File: src/rtl/midi_pkg.sv
// rtl/midi_pkg.sv - shared MIDI constants, state types and message-length helper
// Purpose: status-class constants, realtime threshold, receiver/parser state
//          encodings and data_len() used by midi_uart_rx and midi_rx_decoder.
package midi_pkg;

    localparam logic [3:0] NOTE_OFF   = 4'h8;
    localparam logic [3:0] NOTE_ON    = 4'h9;
    localparam logic [3:0] PROG_CHG   = 4'hC;
    localparam logic [3:0] CHAN_PRESS = 4'hD;
    localparam logic [3:0] SYS        = 4'hF;

    localparam logic [7:0] REALTIME_MIN = 8'hF8;

    typedef enum logic [1:0] {
        RX_WAIT_START,
        RX_START,
        RX_DATA,
        RX_STOP
    } rx_state_t;

    typedef enum logic [1:0] {
        P_IDLE,
        P_DATA1,
        P_DATA2,
        P_SKIP
    } parse_state_t;

    // Number of data bytes that follow a channel-voice status byte.
    function automatic logic [1:0] data_len(input logic [7:0] status);
        if (status[7:4] == PROG_CHG || status[7:4] == CHAN_PRESS)
            return 2'd1;
        else
            return 2'd2;
    endfunction

endpackage

File: src/rtl/midi_uart_rx.sv
// rtl/midi_uart_rx.sv - oversampling 8N1 serial receiver for the MIDI line
// Purpose: synchronizes midi_rx, divides clk down to OVERSAMPLE ticks per bit,
//          and frames start/8 data (LSB first)/stop bits.
// Ports:
//   clk           in   system clock
//   reset         in   asynchronous active-low reset
//   midi_rx       in   raw serial input, idle high, asynchronous to clk
//   rx_byte       out  last received byte (valid while rx_valid is high)
//   rx_valid      out  one-cycle pulse, byte received with a good stop bit
//   framing_error out  one-cycle pulse, stop bit sampled low, byte dropped
module midi_uart_rx
    import midi_pkg::*;
#(
    parameter int CLK_FREQ   = 50_000_000,
    parameter int BAUD       = 31250,
    parameter int OVERSAMPLE = 16
) (
    input  logic       clk,
    input  logic       reset,
    input  logic       midi_rx,
    output logic [7:0] rx_byte,
    output logic       rx_valid,
    output logic       framing_error
);

    localparam int DIV  = CLK_FREQ / (BAUD * OVERSAMPLE);
    localparam int DW   = (DIV > 1) ? $clog2(DIV) : 1;
    localparam int TW   = (OVERSAMPLE > 1) ? $clog2(OVERSAMPLE) : 1;
    localparam int HALF = OVERSAMPLE / 2;

    rx_state_t       r_state;
    logic [1:0]      r_sync;
    logic            r_prev;
    logic [DW-1:0]   r_div;
    logic [TW-1:0]   r_tick_cnt;
    logic [2:0]      r_bit;
    logic [7:0]      r_shift;

    logic            w_rx;
    logic            w_tick;
    logic            w_half;
    logic            w_full;

    assign w_rx    = r_sync[1];
    assign w_tick  = (r_div == DW'(DIV - 1));
    assign w_half  = (r_tick_cnt == TW'(HALF - 1));
    assign w_full  = (r_tick_cnt == TW'(OVERSAMPLE - 1));
    assign rx_byte = r_shift;

    always_ff @(posedge clk or negedge reset) begin
        if (!reset) begin
            r_state       <= RX_WAIT_START;
            r_sync        <= 2'b11;   // line reads idle while in reset
            r_prev        <= 1'b1;
            r_div         <= '0;
            r_tick_cnt    <= '0;
            r_bit         <= '0;
            r_shift       <= '0;
            rx_valid      <= 1'b0;
            framing_error <= 1'b0;
        end else begin
            r_sync        <= {r_sync[0], midi_rx};
            r_prev        <= w_rx;
            rx_valid      <= 1'b0;
            framing_error <= 1'b0;

            // Divider only runs inside a frame so every frame is phase-aligned
            // to its own start edge.
            if (r_state == RX_WAIT_START || w_tick)
                r_div <= '0;
            else
                r_div <= r_div + 1'b1;

            case (r_state)
                RX_WAIT_START: begin
                    r_tick_cnt <= '0;
                    if (r_prev && !w_rx)
                        r_state <= RX_START;
                end
                RX_START: begin
                    if (w_tick) begin
                        if (w_half) begin
                            r_tick_cnt <= '0;
                            r_bit      <= '0;
                            // Still low at mid-start: genuine start bit.
                            r_state    <= w_rx ? RX_WAIT_START : RX_DATA;
                        end else begin
                            r_tick_cnt <= r_tick_cnt + 1'b1;
                        end
                    end
                end
                RX_DATA: begin
                    if (w_tick) begin
                        if (w_full) begin
                            r_tick_cnt <= '0;
                            r_shift    <= {w_rx, r_shift[7:1]};
                            r_bit      <= r_bit + 1'b1;
                            if (r_bit == 3'd7)
                                r_state <= RX_STOP;
                        end else begin
                            r_tick_cnt <= r_tick_cnt + 1'b1;
                        end
                    end
                end
                RX_STOP: begin
                    if (w_tick) begin
                        if (w_full) begin
                            r_tick_cnt <= '0;
                            if (w_rx)
                                rx_valid <= 1'b1;
                            else
                                framing_error <= 1'b1;
                            r_state <= RX_WAIT_START;
                        end else begin
                            r_tick_cnt <= r_tick_cnt + 1'b1;
                        end
                    end
                end
                default: r_state <= RX_WAIT_START;
            endcase
        end
    end

endmodule

File: src/rtl/midi_rx_decoder.sv
// rtl/midi_rx_decoder.sv - MIDI serial receiver and channel-voice message parser
// Purpose: assembles complete channel-voice messages (with running status,
//          realtime pass-over and system/sysex skipping) from the MIDI line.
// Ports:
//   clk              in   system clock
//   reset            in   asynchronous active-low reset
//   midi_rx          in   raw serial MIDI input, idle high
//   midi_byte_ready  out  one-cycle pulse, message valid on midi_byte0..2
//   midi_byte0       out  status byte
//   midi_byte1       out  first data byte
//   midi_byte2       out  second data byte, 0x00 for one-data-byte messages
//   framing_error    out  one-cycle pulse, byte with a low stop bit dropped
module midi_rx_decoder
    import midi_pkg::*;
#(
    parameter int CLK_FREQ   = 50_000_000,
    parameter int BAUD       = 31250,
    parameter int OVERSAMPLE = 16
) (
    input  logic       clk,
    input  logic       reset,
    input  logic       midi_rx,
    output logic       midi_byte_ready,
    output logic [7:0] midi_byte0,
    output logic [7:0] midi_byte1,
    output logic [7:0] midi_byte2,
    output logic       framing_error
);

    logic [7:0]   w_rx_byte;
    logic         w_rx_valid;

    parse_state_t r_state;
    logic [7:0]   r_rs;
    logic [7:0]   r_d1;
    logic         r_need_one;

    midi_uart_rx #(
        .CLK_FREQ   (CLK_FREQ),
        .BAUD       (BAUD),
        .OVERSAMPLE (OVERSAMPLE)
    ) u_uart_rx (
        .clk           (clk),
        .reset         (reset),
        .midi_rx       (midi_rx),
        .rx_byte       (w_rx_byte),
        .rx_valid      (w_rx_valid),
        .framing_error (framing_error)
    );

    always_ff @(posedge clk or negedge reset) begin
        if (!reset) begin
            r_state         <= P_IDLE;
            r_rs            <= '0;
            r_d1            <= '0;
            r_need_one      <= 1'b0;
            midi_byte_ready <= 1'b0;
            midi_byte0      <= '0;
            midi_byte1      <= '0;
            midi_byte2      <= '0;
        end else begin
            midi_byte_ready <= 1'b0;
            if (w_rx_valid) begin
                if (w_rx_byte >= REALTIME_MIN) begin
                    // Realtime bytes may interleave anywhere; leave everything as is.
                end else if (w_rx_byte[7:4] == SYS) begin
                    r_rs    <= '0;
                    r_state <= P_SKIP;
                end else if (w_rx_byte[7]) begin
                    // New status also abandons any partially collected message.
                    r_rs       <= w_rx_byte;
                    r_need_one <= (data_len(w_rx_byte) == 2'd1);
                    r_state    <= P_DATA1;
                end else begin
                    case (r_state)
                        P_IDLE, P_DATA1: begin
                            // In IDLE a nonzero rs means running status.
                            if (r_rs != 8'h00) begin
                                if (r_need_one) begin
                                    midi_byte0      <= r_rs;
                                    midi_byte1      <= w_rx_byte;
                                    midi_byte2      <= 8'h00;
                                    midi_byte_ready <= 1'b1;
                                    r_state         <= P_IDLE;
                                end else begin
                                    r_d1    <= w_rx_byte;
                                    r_state <= P_DATA2;
                                end
                            end
                        end
                        P_DATA2: begin
                            midi_byte0      <= r_rs;
                            midi_byte1      <= r_d1;
                            midi_byte2      <= w_rx_byte;
                            midi_byte_ready <= 1'b1;
                            r_state         <= P_IDLE;
                        end
                        P_SKIP: begin
                        end
                        default: r_state <= P_IDLE;
                    endcase
                end
            end
        end
    end

endmodule

File: config.mk
export PLATFORM = sky130hd
export DESIGN_NAME = midi_rx_decoder
export DESIGN_NICKNAME = d
export VERILOG_FILES = /design/src/rtl/midi_pkg.sv /design/src/rtl/midi_uart_rx.sv /design/src/rtl/midi_rx_decoder.sv
export SDC_FILE = /design/constraint.sdc
export NUM_CORES = 1
export LEC_CHECK = 0
export CAP_MARGIN = 40
export CORE_ASPECT_RATIO = 0.75
export CORE_UTILIZATION = 40
export CTS_CLUSTER_DIAMETER = 50
export DETAILED_ROUTE_END_ITERATION = 16
export SLEW_MARGIN = 25
export SYNTH_ARGS = -nofsm -noshare
export SYNTH_HDL_FRONTEND = slang
export SYNTH_SLANG_ARGS = --single-unit
File: constraint.sdc
create_clock -name clk -period 2.83 [get_ports clk]
set_clock_uncertainty 0.05 [all_clocks]
set_input_delay 0.4245 -clock clk [delete_from_list [all_inputs] [get_ports clk]]
set_output_delay 0.4245 -clock clk [all_outputs]
set_load 0.005 [all_outputs]
Yosys cells after proc, flatten, opt, wreduce, memory -nomap -nowiden:

Index checks and enable logic that the tools add are counted.
Widths: inputs -> output; s select.

* add/sub/neg operators: 3
* $mul: 0
* div/mod/pow operators: 0
* order comparisons: 1
* eq/ne operators: 25
* shift operators: 0
* mux-type cells: 57
* bitwise gates (word level): 4
* reduce and logical (&&, ||, !) cells: 22

Operators by type and width (count)
* $mux 8: 8
* $pmux 8 s2: 3
* $mux 2: 18
* $eq 4x4->1 const B: 4
* $mux 4: 4
* $ne 2x1->1 const B: 8
* $mux 1: 14
* $reduce_and 7->1: 2
* $mux 3: 4
* $pmux 4 s3: 1
* $ge 8x8->1 const B: 1
* $pmux 2 s4: 1
* $reduce_and 4->1: 2
* $reduce_and 8->1: 1
* $reduce_bool 8->1: 1
* $add 7x1->7 const B: 1
* $eq 7x7->1 const B: 1
* $mux 7: 1
* $eq 2x1->1 const B: 3
* $eq 2x2->1 const B: 3
* $ne 2x2->1 const B: 3
* $pmux 3 s2: 1
* $reduce_and 3->1: 2
* $reduce_bool 2->1: 3
* 16 further kinds: 22

* bits in registers: 72
* latch bits: 0
* RAM bits: 0
* memory bits (read-only): 0
* input port bits: 3
* output and inout bits: 26
* word-level logic and storage cells: 129
* memories: 0

Logic depth before layout (Yosys ltp):

* word-level depth: 8
* mapped depth: 6
* mapped depth without buffers: 5

By module:

A second synthesis with hierarchy kept.

* cell total of the unflattened synthesis: 245
* area total of the unflattened synthesis: 3190.6 sq um

Modules (own cells, without submodules)
* midi_rx_decoder: instances 1, cells an instance 123, area each 1805.5 sq um, sequential area each 1026.0 sq um
* midi_uart_rx: instances 1, cells an instance 122, area each 1385.1 sq um, sequential area each 729.4 sq um

Worst setup path before layout:

OpenSTA, ideal clock, no wires.

* path type: register to register
* start: register r_rs[5]
* end: register midi_byte0[3]
* library setup time: 0.125 ns
* data arrival time: 1.807 ns
* required time: 2.655 ns
* path slack: 0.848 ns
* cell stages (with the launch flop): 6
* buffers on the path: 1
* clock period less this slack: 1.982 ns
* cells stage by stage: dfrtp_1 or4_1 nor2_4 a2bb2oi_4 buf_12 mux2_4

* word-level cells in the longest chain between the ends: 3

Ends and longest elaborated chain
* start: declaration: RTL line midi_rx_decoder.sv:34 `logic [7:0] r_rs;`
* start signal: assignment: RTL line midi_rx_decoder.sv:71 `r_rs <= w_rx_byte;`
* $reduce_bool 8->1: RTL line midi_rx_decoder.sv:78 `if (r_rs != 8'h00) begin`
* $ne 2x2->1 (no source line)
* $reduce_and 7->1 (no source line)
* end signal: assignment: RTL line midi_rx_decoder.sv:80 `midi_byte0 <= r_rs;`
* end signal: assignment: RTL line midi_rx_decoder.sv:92 `midi_byte0 <= r_rs;`
* end: declaration: RTL line midi_rx_decoder.sv:24 `output logic [7:0] midi_byte0,`

No other way between the ends.
A chain may end at the register's enable or synchronous reset.

Worst setup path in the final report:

* start: register r_rs[5]
* end: register midi_byte0[1]

The elaborated chain is that of the path after synthesis.

==> metrics.txt <==
# TYPE chip_impl_metric gauge
chip_impl_metric{name="multiplexer_fraction_of_the_synthesized_cell_area",unit="%"} 15.6
chip_impl_metric{name="worst_pin_slew",unit="ns"} 0.704
chip_impl_metric{name="synth-edff-count",unit=""} 0
chip_impl_metric{name="detailedRoute.firstPassIterationCount",unit=""} 4
chip_impl_info{name="worstSetupStartpointType",value="flip-flop"} 1
chip_impl_info{name="cp-end-kind",value="flip-flop"} 1
chip_impl_metric{name="post-route-period-util",unit="%"} 75.9
chip_impl_metric{name="cts.repair.resized",unit=""} 0
chip_impl_metric{name="placeableCoreArea",unit="mm²"} 0.00743
chip_impl_metric{name="postCtsSetupBuffers",unit=""} 0
chip_impl_metric{name="setup_total_negative_slack",unit="ns"} 0
chip_impl_metric{name="syn_inst",unit=""} 239
chip_impl_metric{name="antenna_cells_inserted",unit=""} 0
chip_impl_metric{name="cp_max_fo",unit=""} 15
chip_impl_metric{name="area_growth_from_synthesis_to_layout",unit="%"} 17.7
chip_impl_metric{name="num_io_pins",unit=""} 29
chip_impl_metric{name="htreeDepth",unit=""} 3
chip_impl_info{name="status",value="completed"} 1
chip_impl_metric{name="crit_required",unit="ns"} 3.00
chip_impl_metric{name="fmax",unit="MHz"} 465
chip_impl_metric{name="detail_route.wl_per_cell",unit="µm"} 15.0
chip_impl_info{name="clock-root-buffer",value="sky130_fd_sc_hd__clkbuf_8"} 1
chip_impl_info{name="hold_path.class",value="in -> async"} 1
chip_impl_metric{name="synth.yosys.warnings",unit=""} 0
chip_impl_metric{name="synth_area_per_cell",unit="µm²"} 13.0
chip_impl_info{name="tritoncts",value="yes"} 1
chip_impl_metric{name="floorplan.die_area",unit="mm²"} 0.00813
chip_impl_metric{name="post-route-drc-count",unit=""} 0
chip_impl_metric{name="r2r_cells",unit=""} 5
chip_impl_metric{name="ys_seq_elements",unit=""} 70
chip_impl_metric{name="peakVddDrop",unit="mV"} 0.253
chip_impl_metric{name="gp_routability_congestion",unit=""} 0.759
chip_impl_metric{name="report.final.hold_viol_count",unit=""} 0
chip_impl_info{name="layout_common_cells",value="sky130_fd_sc_hd__dfrtp_1 (67), sky130_fd_sc_hd__clkdlybuf4s50_1 (25), sky130_fd_sc_hd__mux2_2 (24)"} 1
chip_impl_metric{name="cp.arrival",unit="ns"} 2.32
chip_impl_metric{name="cts_num_sinks",unit=""} 70
chip_impl_metric{name="placement_rows",unit=""} 27
chip_impl_metric{name="drt_iter0_drc",unit=""} 83
chip_impl_metric{name="routed-via-count",unit=""} 1916
chip_impl_metric{name="synth.yosys.seq_area_share",unit="%"} 56.5
chip_impl_metric{name="maxSlewViolCount",unit=""} 0
chip_impl_metric{name="slew-limit-headroom",unit="%"} 53.0
chip_impl_metric{name="final.min_clock_period",unit="ns"} 2.15
chip_impl_metric{name="layout-drive-gt1-share",unit="%"} 24.5
chip_impl_metric{name="place.detailed.hpwl",unit="mm"} 3.78
chip_impl_metric{name="ctsHoldBuffers",unit=""} 0
chip_impl_metric{name="die_width",unit="µm"} 104
chip_impl_metric{name="grt.overflow.total",unit=""} 0
chip_impl_metric{name="cts_made_buffers",unit=""} 9
chip_impl_metric{name="drtAntennaViolNets",unit=""} 0
chip_impl_metric{name="routed_wirelength",unit="mm"} 5.70
chip_impl_metric{name="port_buffers",unit=""} 26
chip_impl_info{name="rsz_0062_raised_after_global_routing",value="no"} 1
chip_impl_metric{name="synth_adder_area_share",unit="%"} 1.61
chip_impl_metric{name="floorplan.initialDensity",unit="%"} 41.8
chip_impl_info{name="main_combinational_cell_family_by_area_after_synthesis",value="multiplexers"} 1
chip_impl_metric{name="groute.usage.overall",unit="%"} 15.6
chip_impl_metric{name="number_of_global_route_vias_before_repair",unit=""} 1845
chip_impl_metric{name="compound_gate_fraction_of_synth_area",unit="%"} 10.9
chip_impl_metric{name="grt_first_pass_wirelength",unit="mm"} 9.74
chip_impl_metric{name="cts_max_path_buffers",unit=""} 2
chip_impl_metric{name="synthSimpleGateAreaFrac",unit="%"} 10.6
chip_impl_metric{name="clock_input_transition_at_the_sequential_cells_of_the_worst_setup_and_hold_paths",unit="ns"} 0.07
chip_impl_metric{name="cap_violations",unit=""} 0
chip_impl_metric{name="insertion_delay",unit="ns"} 0.33
chip_impl_metric{name="setup_violations",unit=""} 0
chip_impl_metric{name="finalNonFillerCells",unit=""} 379
chip_impl_metric{name="largest_net_degree_at_the_start_of_global_routing",unit=""} 71
chip_impl_metric{name="grt_antenna_before_repair",unit=""} 0
chip_impl_metric{name="vias_per_cell",unit=""} 5.06
chip_impl_metric{name="power_per_cell_area",unit="mW/mm²"} 523
chip_impl_metric{name="floorplan.die.height",unit="µm"} 78.4
chip_impl_metric{name="power.leakage",unit="nW"} 1.87
chip_impl_info{name="synth_ff_type",value="sky130_fd_sc_hd__dfrtp_1"} 1
chip_impl_metric{name="synth.cell_area",unit="mm²"} 0.00311
chip_impl_metric{name="yosys.area_share.xor_xnor",unit="%"} 1.97
chip_impl_info{name="layout.cells.most_common",value="sky130_fd_sc_hd__dfrtp_1"} 1
chip_impl_metric{name="nNetsFinal",unit=""} 281
chip_impl_metric{name="synthArstFlopShare",unit="%"} 100
chip_impl_metric{name="yosysUniqueCellTypes",unit=""} 47
chip_impl_info{name="path_class",value="reg -> reg"} 1
chip_impl_metric{name="placedCellCount",unit=""} 364
==> worst max-delay path, stage by stage, from the launching register on <==
cell and delay, ns:
sky130_fd_sc_hd__dfrtp_1 0.39, sky130_fd_sc_hd__or4_1 0.60, sky130_fd_sc_hd__nor2_4 0.19, sky130_fd_sc_hd__a2bb2oi_4 0.19, sky130_fd_sc_hd__buf_4 0.26, sky130_fd_sc_hd__mux2_1 0.34
==> synthesized netlist by cell type, drive strengths merged, types with 2 or more instances <==
cell     count  area share [%]
a22o         9             2.6
nand2       10             1.2
xnor2        4             1.1
nor3         3            0.48
a21o        10             2.4
nor2b        5             1.0
dfrtp       67              54
nand4        2            0.40
or4          2            0.48
xor2         3            0.85
buf          5             1.6
inv          5            0.60
a31oi        2            0.40
a21oi        5            0.80
ha           4             1.6
clkbuf       4            0.48
o21ai        8             1.3
dfstp        3             2.5
nor2        15             2.1
nand3        6            0.97
a2bb2oi      2             1.1
and3        12             2.4
mux2        39              16
==> cells by family (layout without fill, tap and decap cells) <==
group,after synthesis,in the layout
AND/OR/NAND/NOR,60,60
flip-flops,70,70
buffers and inverters,14,52
multiplexers,39,39
other,1,2
adder cells (fa/ha/maj),4,4
AO/OA/AOI/OAI,44,44
XOR/XNOR,7,7
==> per-stage QoR <==
step	setup WS [ns]	cell area, µm²	power (W)	hold slack, ns	util [%]
2_1_floorplan	0.848	3110	0.00117	0.0789	-
3_3_place_gp	0.723	3490	0.00121	0.296	46.9
3_5_place_dp	0.679	3490	0.00122	0.297	46.9
4_1_cts	0.663	3660	0.00194	0.0609	49.2
5_1_grt	0.560	3660	0.00200	0.0555	49.2
6_report	0.681	3660	0.00191	0.0414	49.2
==> area by class of cell <==
cell class	count	area, µm²
Tap cell	101	126
Sequential cell	70	1760
Multi-Input combinational cell	156	1270
Timing Repair Buffer	32	313
Clock inverter	4	22.5
Inverter	5	18.8
Fill cell	700	3770
Clock buffer	11	151
==> layer usage <==
metal	vias up	wire length (µm)	GRT usage, %
met1	922	2960	23.5
met5	-	0	0
met2	54	2340	20.9
met4	0	30	4.71
li1	938	-	-
met3	2	364	5.23
==> power breakdown <==
part	switching [W]	leakage, nW	internal (W)
sequential	0.0000356	0.958	0.00104
clock	0.000363	0.0910	0.000357
combinational	0.0000643	0.819	0.0000539
==> final timing paths <==
check / startpoint / end / slack [ns]
worst max-delay path: r_rs[5] / midi_byte0[1] / 0.68
worst min-delay path: reset / u_uart_rx.r_bit[1] / 0.04
worst max register to register: r_rs[5] / midi_byte0[1] / 0.68
worst min register to register: u_uart_rx.r_sync[0] / u_uart_rx.r_sync[1] / 0.31
max in group asynchronous: reset / u_uart_rx.r_sync[1] / 2.35
min in group clk: u_uart_rx.r_sync[0] / u_uart_rx.r_sync[1] / 0.31
==> state kept, by name (all words and copies together), names as in the netlist, named ones only <==
signal and flops:
midi_byte0 8, r_rs 8, u_uart_rx.rx_byte 8, midi_byte1 7, midi_byte2 7, r_d1 7, u_uart_rx.r_div 7, u_uart_rx.r_tick_cnt 4
u_uart_rx.r_bit 3, r_state 2, u_uart_rx.r_sync 2, midi_byte_ready 1, r_need_one 1, u_uart_rx.framing_error 1, u_uart_rx.r_prev 1, u_uart_rx.r_state 1
u_uart_rx.rx_valid 1
Note: power is estimated with default switching activity, not from simulation.
